## config.mk

```make
export PLATFORM = sky130hd
export DESIGN_NAME = press_classifier
export DESIGN_NICKNAME = d
export VERILOG_FILES = /design/src/rtl/press_classifier.sv
export SDC_FILE = /design/constraint.sdc
export NUM_CORES = 1
export LEC_CHECK = 0
export BUFFER_PORTS_ARGS = -buffer_cell sky130_fd_sc_hd__clkbuf_2
export CORE_MARGIN = 4
export CORE_UTILIZATION = 38
export CTS_CLUSTER_SIZE = 14
export DETAILED_ROUTE_END_ITERATION = 10
export GPL_TIMING_DRIVEN = 0
export MAX_ROUTING_LAYER = met4
export PLACE_DENSITY = 0.65
export SYNTH_ARGS = -nofsm -noshare
export SYNTH_HDL_FRONTEND = slang
export SYNTH_SLANG_ARGS = --single-unit
```

## constraint.sdc

```tcl
create_clock -name CLK -period 2.82 [get_ports CLK]
set_input_delay 0.564 -clock CLK [delete_from_list [all_inputs] [get_ports CLK]]
set_output_delay 0.564 -clock CLK [all_outputs]
set_load 0.01 [all_outputs]
```

## src/rtl/press_classifier.sv

```systemverilog
// Classifies debounced button presses into short, long, auto-repeat and long-release events.
// All event outputs are registered single-cycle pulses; busy reflects any non-idle state.
module press_classifier #(
    parameter int unsigned CNT_W        = 16,
    parameter int unsigned LONG_TICKS   = 50000,
    parameter int unsigned REPEAT_TICKS = 10000
) (
    input  logic       CLK,
    input  logic       RST,
    input  logic       deb_in,
    input  logic       tick,
    output logic       short_press,
    output logic       long_press,
    output logic       repeat_pulse,
    output logic       long_release,
    output logic [7:0] rep_count,
    output logic       busy
);

    typedef enum logic [1:0] {
        StIdle     = 2'd0,
        StPressed  = 2'd1,
        StLongHeld = 2'd2
    } state_e;

    localparam logic [CNT_W-1:0] LongLast   = CNT_W'(LONG_TICKS - 1);
    localparam logic [CNT_W-1:0] RepeatLast = CNT_W'(REPEAT_TICKS - 1);

    state_e           state_q;
    logic [CNT_W-1:0] cnt_q;
    logic [7:0]       rep_q;
    logic             deb_prev_q;
    logic             short_q;
    logic             long_q;
    logic             repeat_q;
    logic             lrel_q;

    // deb_prev resets high so a button held through reset must be released before it counts.
    always_ff @(posedge CLK or posedge RST) begin
        if (RST) begin
            state_q    <= StIdle;
            cnt_q      <= '0;
            rep_q      <= '0;
            deb_prev_q <= 1'b1;
            short_q    <= 1'b0;
            long_q     <= 1'b0;
            repeat_q   <= 1'b0;
            lrel_q     <= 1'b0;
        end else begin
            deb_prev_q <= deb_in;
            short_q    <= 1'b0;
            long_q     <= 1'b0;
            repeat_q   <= 1'b0;
            lrel_q     <= 1'b0;
            case (state_q)
                StIdle: begin
                    if (!deb_prev_q && deb_in) begin
                        state_q <= StPressed;
                        cnt_q   <= '0;
                        rep_q   <= '0;
                    end
                end
                StPressed: begin
                    // Release takes priority over a coincident terminal tick.
                    if (!deb_in) begin
                        state_q <= StIdle;
                        short_q <= 1'b1;
                    end else if (tick) begin
                        if (cnt_q == LongLast) begin
                            state_q <= StLongHeld;
                            long_q  <= 1'b1;
                            cnt_q   <= '0;
                        end else begin
                            cnt_q <= cnt_q + CNT_W'(1);
                        end
                    end
                end
                StLongHeld: begin
                    if (!deb_in) begin
                        state_q <= StIdle;
                        lrel_q  <= 1'b1;
                    end else if (tick) begin
                        if (cnt_q == RepeatLast) begin
                            repeat_q <= 1'b1;
                            cnt_q    <= '0;
                            if (rep_q != 8'hFF) begin
                                rep_q <= rep_q + 8'd1;
                            end
                        end else begin
                            cnt_q <= cnt_q + CNT_W'(1);
                        end
                    end
                end
                default: begin
                    state_q <= StIdle;
                end
            endcase
        end
    end

    assign short_press  = short_q;
    assign long_press   = long_q;
    assign repeat_pulse = repeat_q;
    assign long_release = lrel_q;
    assign rep_count    = rep_q;
    assign busy         = (state_q != StIdle);

endmodule

```

==> impl_metrics.py, run 1 <==
metrics = {
    "clock_tree": {
        "cts_setup_buffers": 0,
        "ctsHoldBuffers": 0,
        "clk_pin_slew_ps": 70,
        "worstSkewPairLatency_ps": 290,
        "cts.htree.levels": 2,
        "cts_sinks": 31,
        "cts_made_buffers": 5,
        "cts_resized": 0,
        "clock-root-buffer": "clkbuf_8",
        "clock_path_buffers": 2,
        "cts_tree": "built",
    },
    "detailed_routing": {
        "drt_iter0_drc": 133,
        "num_vias": 1556,
        "drt-total-wl_um": 3940,
        "avgRoutedWirePerCell_um": 14.7,
        "ant_nets": 0,
        "drt-pass1-iter-count": 4,
        "route.detailed.drc": 0,
        "vias_per_cell": 5.78,
    },
    "global_routing": {
        "gr-usage-met3": 0.0414,
        "first_global_vias": 1482,
        "grt_use_total": 0.146,
        "antenna_found_initial": 0,
        "grt_max_degree": 32,
        "grt_pass1_wl_um": 6870,
        "grt_use_met1": 0.187,
        "grt_use_met2": 0.224,
        "top_usage_layer": "met2",
        "grt_overflow": 0,
    },
    "critical_path": {
        "critPathMaxFanout": 10,
        "critPathKind": "flip-flop to flip-flop",
        "worstPathArrival_ps": 2530,
        "critPathLaunchType": "flip-flop",
        "crit_path_end_kind": "flip-flop",
        "cp.required_ps": 2990,
    },
    "floorplanning": {
        "io_pins": 17,
        "num_rows": 24,
        "die_x_um": 76.2,
        "core-area_um2": 4410,
        "die_h_um": 76.2,
        "start_util": 0.400,
        "die-area_um2": 5800,
    },
    "yosys": {
        "ys.flop_type": "dfrtp_1",
        "synth_edf_count": 0,
        "synth_area_um2": 1770,
        "ys_ff_latch": 31,
        "syn-num-nets": 202,
        "synthArstFlopShare": 1.00,
        "yosysWarnings": 0,
        "ys_types": 43,
        "syn_inst": 192,
        "synth_area_per_cell_um2": 9.20,
        "synth-seq-area-share": 0.440,
    },
    "timing": {
        "final-max-slew-violation-count": 0,
        "relSlewSlack": 0.528,
        "fmax_mhz": 422,
        "worstMarginPinSlew_ps": 707,
        "setup_viol": 0,
        "setup_tns_ps": 0,
        "grt_setup_unrepaired": "no",
        "fin_hold_ws_ps": 284,
        "hold_viol": 0,
        "min_period_ps": 2370,
        "period_share": 0.840,
        "skew_ps": 9.11,
    },
    "finish": {
        "nNetsFinal": 226,
        "drive_gt1_frac": 0.152,
        "synthToLayoutAreaGrowth_pct": 14.9,
        "seqCellArea_um2": 777,
        "antenna_cells": 0,
        "multiInputGateArea_um2": 928,
        "nFillCells": 438,
    },
    "power_and_ir_drop": {
        "static-leakage-power_uw": 0.000892,
        "ir_drop_mv": 0.356,
        "power_uw": 1210,
        "power_density_nw_per_um2": 597,
    },
    "run_status": {
        "outcome": "complete, no violations",
    },
    "placed_design": {
        "numPortBuffers": 16,
        "place_congestion": 0.825,
        "dp_hpwl_um": 2720,
    },
    "hold_path": {
        "hold_path.class": "input pin to asynchronous set/reset pin",
    },
    "run": {
        "max-cap-violations": 0,
    },
}
layer usage:
metal | vias up | routed length (um)
li1 | 778 | -
met4 | 0 | 40
met1 | 741 | 1910
met5 | - | 0
met2 | 33 | 1790
met3 | 4 | 201
cells by family after synthesis:
| group | share of synthesized area |
|---|---|
| and+or+nand+nor | 0.282 |
| DFF | 0.440 |
| muxes | 0.00567 |
| AOI/OAI and AO/OA | 0.195 |
| adders and majority gates | 0.0425 |
| buffers and inverters | 0.0347 |
worst paths after layout:
kind / depth (start not counted) / start / end / slack (ps)
worst max-delay path: 6 / cnt_q[10] / cnt_q[14] / 450
worst min-delay path: 2 / RST / rep_count[4] / 280
max in group asynchronous: 3 / RST / deb_prev_q / 1960
worst max register to register: 6 / cnt_q[10] / cnt_q[14] / 450
worst min register to register: 2 / cnt_q[1] / cnt_q[1] / 520
min in group CLK: 1 / deb_in / deb_prev_q / 460
area by class of cell:
class / instances / share of cell area
sequential: 31 / 0.383
timing repair buffer: 17 / 0.0530
clock inverter: 1 / 0.00246
multi-input combinational: 147 / 0.457
buffer: 6 / 0.0154
inverter: 8 / 0.0148
clock buffer: 7 / 0.0425
tap: 52 / 0.0320
registers in the layout (all words and copies together) (netlist names):
name	flops
repeat_pulse	1
state_q	2
long_press	1
rep_count	8
long_release	1
deb_prev_q	1
short_press	1
cnt_q	16
Yosys cell counts, types with 3 or more instances:
library cell / instances / area (um2)
nor2b_1: 4 / 25.0
and2_1: 3 / 18.8
clkbuf_1: 3 / 11.3
nor2_1: 10 / 37.5
nor3_1: 4 / 20.0
nor4_1: 3 / 18.8
a22o_1: 9 / 78.8
nand2_1: 24 / 90.1
o21ai_0: 12 / 60.1
inv_1: 8 / 30.0
o311ai_0: 3 / 26.3
a22oi_1: 3 / 22.5
nand4_1: 8 / 50.1
and3_1: 5 / 31.3
ha_1: 6 / 75.1
nand3_1: 15 / 75.1
a21oi_1: 7 / 35.0
dfrtp_1: 30 / 751
o31ai_1: 5 / 37.5
power by group:
group	switching, uW	leakage, uW	total, uW	internal (uW)
clock	170	0.0000482	367	197
combinational	242	0.000418	356	114
sequential	19.4	0.000425	489	469
total	431	0.000892	1210	780
cell usage in the layout (no fill, tap or decap), types with 2 or more instances in the layout:
cell / n
nand3_1: 15
nor2b_1: 4
and3_1: 5
o311ai_0: 3
and2_1: 3
ha_1: 6
o2bb2ai_1: 2
and4_1: 2
or3_1: 2
inv_1: 8
clkbuf_8: 6
a21oi_1: 7
a22oi_1: 3
nand2b_1: 2
nor2_1: 10
dfrtp_1: 30
or4_1: 2
clkbuf_2: 16
nor3_1: 4
nand2_1: 24
a21o_1: 2
o31ai_1: 5
nor4_1: 3
nand4_1: 8
a22o_1: 9
clkbuf_1: 4
o21ai_0: 12
critical path, stage by stage (launching register included):
cell and delay, ps:
dfrtp_1 450, or3b_2 490, nor4_2 480, o22a_2 320
nor2_1 70, buf_2 210, a22o_1 230
through the flow:
step	util	worst slack, ps	area (um2)	instances
after floorplan	-	730	1770	192
after global placement	0.433	438	1910	260
after detailed placement	0.433	413	1910	260
after CTS	0.454	445	2000	268
after global routing	0.460	172	2030	269
final	0.460	453	2030	269
No activity file was read; power rests on OpenSTA's default activity.
==> inputs of run 2 (changes only) <==
--- a/config.mk
+++ b/config.mk
@@ -5,6 +5,7 @@
 export SDC_FILE = /design/constraint.sdc
 export NUM_CORES = 1
 export LEC_CHECK = 0
+export ABC_AREA = 1
 export BUFFER_PORTS_ARGS = -buffer_cell sky130_fd_sc_hd__clkbuf_2
 export CORE_MARGIN = 4
 export CORE_UTILIZATION = 38
@@ -12,7 +13,7 @@
 export DETAILED_ROUTE_END_ITERATION = 10
 export GPL_TIMING_DRIVEN = 0
 export MAX_ROUTING_LAYER = met4
-export PLACE_DENSITY = 0.65
+export PLACE_DENSITY = 0.67
 export SYNTH_ARGS = -nofsm -noshare
 export SYNTH_HDL_FRONTEND = slang
 export SYNTH_SLANG_ARGS = --single-unit
==> constraint.sdc (replaced) <==
create_clock -name CLK -period 2.1 [get_ports CLK]
set_input_delay 0.42 -clock CLK [delete_from_list [all_inputs] [get_ports CLK]]
set_output_delay 0.42 -clock CLK [all_outputs]
set_load 0.01 [all_outputs]
==> impl_metrics.py, run 2 <==
metrics = {
    "run_status": {
        "outcome": "complete, no violations",
    },
    "critical_path": {
        "path_cells": "inv_1, ha_1, buf_2, nand2_1, nand2_2, nor2_4, inv_2, a21oi_4, buf_6, nor2_1",
        "crit_path_end_kind": "flip-flop",
        "slowest_delay_ps": 400,
        "critPathKind": "flip-flop to flip-flop",
        "cpLargestDelayFamily": "buffers and inverters",
        "cp.required_ps": 2260,
        "critPathLaunchType": "flip-flop",
        "critPathMaxFanout": 10,
        "worstPathArrival_ps": 1970,
        "slowest_stage": "dfrtp_1",
        "cp.buffers_inverters": 4,
    },
    "clock_tree": {
        "clk_pin_slew_ps": 60,
        "clock_path_buffers": 2,
        "cts.htree.levels": 2,
        "cts_made_buffers": 5,
        "cts_tree": "built",
        "cts_resized": 0,
        "clock-root-buffer": "clkbuf_8",
        "cts_sinks": 31,
        "worstSkewPairLatency_ps": 280,
        "cts_setup_buffers": 0,
        "ctsHoldBuffers": 0,
    },
    "timing": {
        "worstMarginPinSlew_ps": 568,
        "setup_viol": 0,
        "relSlewSlack": 0.621,
        "fmax_mhz": 554,
        "setup_tns_ps": 0,
        "skew_ps": 5.30,
        "period_share": 0.859,
        "final-max-slew-violation-count": 0,
        "grt_setup_unrepaired": "no",
        "min_period_ps": 1800,
        "hold_viol": 0,
    },
    "power_and_ir_drop": {
        "static-leakage-power_uw": 0.00111,
        "power_density_nw_per_um2": 1020,
        "ir_drop_mv": 0.398,
    },
    "detailed_routing": {
        "met3_length_um": 230,
        "route.detailed.drc": 0,
        "wl_met2_um": 1860,
        "drt-met1-wl_um": 1770,
        "ant_nets": 0,
        "top_layer": "met4",
        "drt-pass1-iter-count": 4,
        "vias_per_cell": 4.84,
        "avgRoutedWirePerCell_um": 10.9,
        "drt-total-wl_um": 3900,
        "num_vias": 1736,
        "drt_iter0_drc": 54,
    },
    "floorplanning": {
        "die_x_um": 79.6,
        "num_rows": 25,
        "die-area_um2": 6340,
        "core-area_um2": 4850,
        "die_h_um": 79.6,
        "start_util": 0.402,
        "io_pins": 17,
    },
    "placed_design": {
        "numPortBuffers": 16,
        "place_congestion": 0.834,
        "dp_hpwl_um": 2930,
    },
    "yosys": {
        "synth_area_per_cell_um2": 7.30,
        "synthArstFlopShare": 1.00,
        "syn_inst": 267,
        "synth_top_cell_by_area": "dfrtp_1",
        "ys_types": 31,
        "syn-num-nets": 277,
        "ys_ff_latch": 31,
        "synth_most_common_cell": "nand2_1",
        "yosysWarnings": 0,
        "synth_area_um2": 1950,
        "synth_edf_count": 0,
        "synth_top_area_frac": 0.385,
        "synth-seq-area-share": 0.399,
        "synth_commonest_cells": "nand2_1 (84), nor2_1 (35), dfrtp_1 (30)",
        "yosys-top-cells-area": "dfrtp_1 (39%), nand2_1 (16%), nor2_1 (6.7%), inv_1 (5.0%), nand3_1 (4.6%)",
        "ys.flop_type": "dfrtp_1",
    },
    "finish": {
        "post-route-util": 0.466,
        "nFillCells": 494,
        "layout_common_cells": "nand2_1 (84), nor2_1 (35), dfrtp_1 (30)",
        "antenna_cells": 0,
        "nNetsFinal": 301,
        "synthToLayoutAreaGrowth_pct": 15.9,
        "regMostFlops": "cnt_q",
        "drive_gt1_frac": 0.192,
        "largest_reg_flops": 16,
        "final_common_cell": "nand2_1",
    },
    "run": {
        "max-cap-violations": 0,
    },
    "global_routing": {
        "grt_overflow": 0,
        "first_global_vias": 1669,
        "grt_pass1_wl_um": 7250,
        "antenna_found_initial": 0,
        "grt_use_total": 0.147,
        "grt_max_degree": 32,
    },
    "hold_path": {
        "hold_path.class": "input pin to asynchronous set/reset pin",
    },
}
==> run 2: cell count changes in the layout (fill, tap and decap cells not counted), moves of 7 or more <==
| cell | delta |
|---|---|
| nand2_2 | +10 |
| a22o_1 | -9 |
| inv_1 | +18 |
| o21ai_0 | -7 |
| nor2_2 | +7 |
| nand2_1 | +60 |
| nor2_1 | +25 |
==> run 2: worst paths after layout <==
check                                   from      endpoint  slack [ps]  depth (start not counted)
worst max-delay path              state_q[0]     cnt_q[12]         300                         10
worst min-delay path                     RST      cnt_q[4]         170                          2
worst max register to register    state_q[0]     cnt_q[12]         300                         10
worst min register to register  rep_count[3]  rep_count[3]         540                          2
max in group asynchronous                RST    deb_prev_q        1360                          3
min in group CLK                      deb_in    deb_prev_q         290                          1
==> run 2: cell families (layout without fill, tap and decap cells) <==
family / count (synthesis) / after routing / share of synthesized area
buffers and inverters: 34 / 59 / 0.0757
AND/OR/NAND/NOR: 174 / 174 / 0.401
flip-flops: 31 / 31 / 0.399
AO/OA/AOI/OAI: 18 / 18 / 0.0680
XOR/XNOR: 4 / 4 / 0.0180
adder cells (fa/ha/maj): 6 / 6 / 0.0385
==> run 2: where the power goes <==
group,switching (uW),internal (uW)
combinational,691,319
sequential,45.7,646
clock,214,383
==> run 2: worst reg2reg max path, stage by stage (launching register included) <==
cell     delay (ps)
dfrtp_1         400
inv_1            80
ha_1            190
buf_2           190
nand2_1         100
nand2_2          90
nor2_4          130
inv_2           110
a21oi_4         160
buf_6           180
nor2_1           60
==> run 2: routing by layer <==
layer / up-vias / GRT usage
li1: 885 / -
met3: 6 / 0.0384
met2: 37 / 0.248
met1: 808 / 0.174
met5: - / -
met4: 0 / 0.0412
==> run 2: cell type report <==
class / instances / area, um2 / share of cell area
timing repair buffer: 17 / 108 / 0.0476
clock buffer: 6 / 82.6 / 0.0366
clock inverter: 2 / 35.0 / 0.0155
inverter: 30 / 113 / 0.0499
buffer: 4 / 35.0 / 0.0155
sequential: 31 / 777 / 0.344
multi-input combinational: 202 / 1020 / 0.454
tap: 67 / 83.8 / 0.0371
==> run 2: metrics by stage <==
stage	instance area (um2)	worst slack, ps	cells	hold WS, ps	power, uW
after floorplan	1950	504	267	424	1480
after global placement	2110	320	350	520	1710
after detailed placement	2110	296	350	528	1730
after CTS	2230	265	358	283	2330
after global routing	2260	132	359	212	2480
final	2260	296	359	171	2300
==> inputs of run 3 (changes only) <==
--- a/config.mk
+++ b/config.mk
@@ -5,7 +5,7 @@
 export SDC_FILE = /design/constraint.sdc
 export NUM_CORES = 1
 export LEC_CHECK = 0
-export ABC_AREA = 1
+export ABC_AREA = 0
 export BUFFER_PORTS_ARGS = -buffer_cell sky130_fd_sc_hd__clkbuf_2
 export CORE_MARGIN = 4
 export CORE_UTILIZATION = 38
==> impl_metrics.py, run 3 (synthesized netlist as in run 1, its figures left out) <==
metrics = {
    "global_routing": {
        "first_global_vias": 1578,
        "antenna_found_initial": 0,
        "grt_use_total": 0.156,
        "grt_overflow": 0,
        "grt_max_degree": 32,
        "grt_pass1_wl_um": 7280,
    },
    "detailed_routing": {
        "drt_iter0_drc": 90,
        "avgRoutedWirePerCell_um": 15.3,
        "drt-pass1-iter-count": 4,
        "route.detailed.drc": 0,
        "ant_nets": 0,
        "vias_per_cell": 5.82,
        "drt-total-wl_um": 4260,
        "num_vias": 1625,
    },
    "finish": {
        "nFillCells": 405,
        "layout_common_cells": "dfrtp_1 (27), nand2_1 (22), clkbuf_2 (16)",
        "drive_gt1_frac": 0.264,
        "largest_reg_flops": 16,
        "final_common_cell": "dfrtp_1",
        "finalInstanceArea_um2": 2210,
        "regMostFlops": "cnt_q",
        "synthToLayoutAreaGrowth_pct": 25.4,
        "nNetsFinal": 236,
        "antenna_cells": 0,
    },
    "hold_path": {
        "hold_path.class": "input pin to flip-flop",
    },
    "clock_tree": {
        "cts_tree": "built",
        "cts.htree.levels": 2,
        "cts_made_buffers": 5,
        "clk_pin_slew_ps": 70,
        "worstSkewPairLatency_ps": 290,
        "ctsHoldBuffers": 0,
        "cts_sinks": 31,
        "clock-root-buffer": "clkbuf_8",
        "clock_path_buffers": 2,
    },
    "timing": {
        "skew_ps": 9.94,
        "min_period_ps": 2080,
        "relSlewSlack": 0.221,
        "final-max-slew-violation-count": 0,
        "fin_hold_ws_ps": 297,
        "setup_viol": 0,
        "hold_viol": 0,
        "fmax_mhz": 480,
        "worstMarginPinSlew_ps": 1170,
        "grt_setup_unrepaired": "yes",
        "finalWorstSetupSlack_ps": 18.3,
        "period_share": 0.991,
    },
    "floorplanning": {
        "io_pins": 17,
        "num_rows": 24,
        "core-area_um2": 4410,
        "die_x_um": 76.2,
        "start_util": 0.400,
        "die-area_um2": 5800,
        "die_h_um": 76.2,
    },
    "placed_design": {
        "pre_cts_slack_ps": -256,
        "dp_hpwl_um": 2740,
        "dpl_cell_area_um2": 1910,
        "numPortBuffers": 16,
        "place_congestion": 0.797,
    },
    "critical_path": {
        "cp.required_ps": 2270,
        "critPathLaunchType": "flip-flop",
        "critPathMaxFanout": 5,
        "critPathKind": "flip-flop to flip-flop",
        "crit_path_end_kind": "flip-flop",
        "worstPathArrival_ps": 2260,
    },
    "power_and_ir_drop": {
        "power_density_nw_per_um2": 812,
        "intPower_uw": 1150,
        "p_switching_uw": 650,
        "power_frac_comb": 0.358,
        "ir_drop_mv": 0.460,
        "power_uw": 1800,
        "static-leakage-power_uw": 0.000968,
        "clkPwrFrac": 0.272,
        "pwr-share-seq": 0.370,
        "switching_share": 0.362,
    },
    "run": {
        "max-cap-violations": 0,
    },
    "run_status": {
        "outcome": "complete, no violations",
    },
}
-- run 3: cell count changes in the layout (fill, tap and decap cells not counted), moves of 5 or more --
cell	delta
nor2_1	-26
a21oi_1	+5
buf_4	+6
buf_6	+5
a22o_1	+9
and3_1	+5
o31ai_1	+5
nor2_2	-7
inv_1	-18
nand2_2	-8
nand2_1	-62
-- run 3: power by group through the flow --
stage,clock [uW],combinational [uW],sequential (uW)
floorplan,0,341,666
global placement,0,468,666
detailed placement,0,476,667
CTS,499,532,657
global route,521,712,673
finish,488,643,666
-- run 3: worst paths after layout --
path                               from  cells after the start            to  slack (ps)
hold reg to reg            rep_count[4]                      1  rep_count[4]         550
setup / recovery               cnt_q[4]                      7     cnt_q[10]          20
hold / removal                   deb_in                      1    deb_prev_q         300
max in group asynchronous           RST                      2      cnt_q[0]         900
min in group asynchronous           RST                      2  rep_count[1]         410
setup reg to reg               cnt_q[4]                      7     cnt_q[10]          20
-- run 3: timing repair --
item	in CTS	in global routing
pin swaps	3	9
buffers inserted	9	2
cloned	0	1
endpoints found under the setup margin	19	19
resized for setup	7	27
-- run 3: area by class of cell --
| cell class | count | area [um2] | share of cell area |
|---|---|---|---|
| Timing Repair Buffer | 28 | 189 | 0.0853 |
| Tap cell | 52 | 65.1 | 0.0294 |
| Buffer | 5 | 33.8 | 0.0153 |
| Multi-Input combinational cell | 147 | 1020 | 0.463 |
| Clock inverter | 1 | 5.00 | 0.00226 |
| Clock buffer | 7 | 86.3 | 0.0390 |
| Inverter | 8 | 30.0 | 0.0136 |
| Sequential cell | 31 | 781 | 0.353 |
-- run 3: worst max-delay path, cell delays in order (launching register included) --
cell     delay (ps)
dfrtp_1         400
or4b_4          580
buf_6           140
nor4_4          150
o22a_2          260
buf_6           140
o21ai_1          70
a22o_1          220
-- run 3: through the flow --
step,util,setup TNS [ps],cells
2_1_floorplan,-,0,192
3_3_place_gp,0.433,-3240,260
3_5_place_dp,0.433,-3360,260
4_1_cts,0.479,0,276
5_1_grt,0.502,-471,279
6_report,0.502,0,279
-- run 3: routing by layer --
layer	global-route usage	routed length, um	vias to the layer above
met5	-	0	-
met4	0.0594	55	0
met3	0.0414	192	9
met2	0.250	2120	34
met1	0.187	1890	786
li1	-	-	796
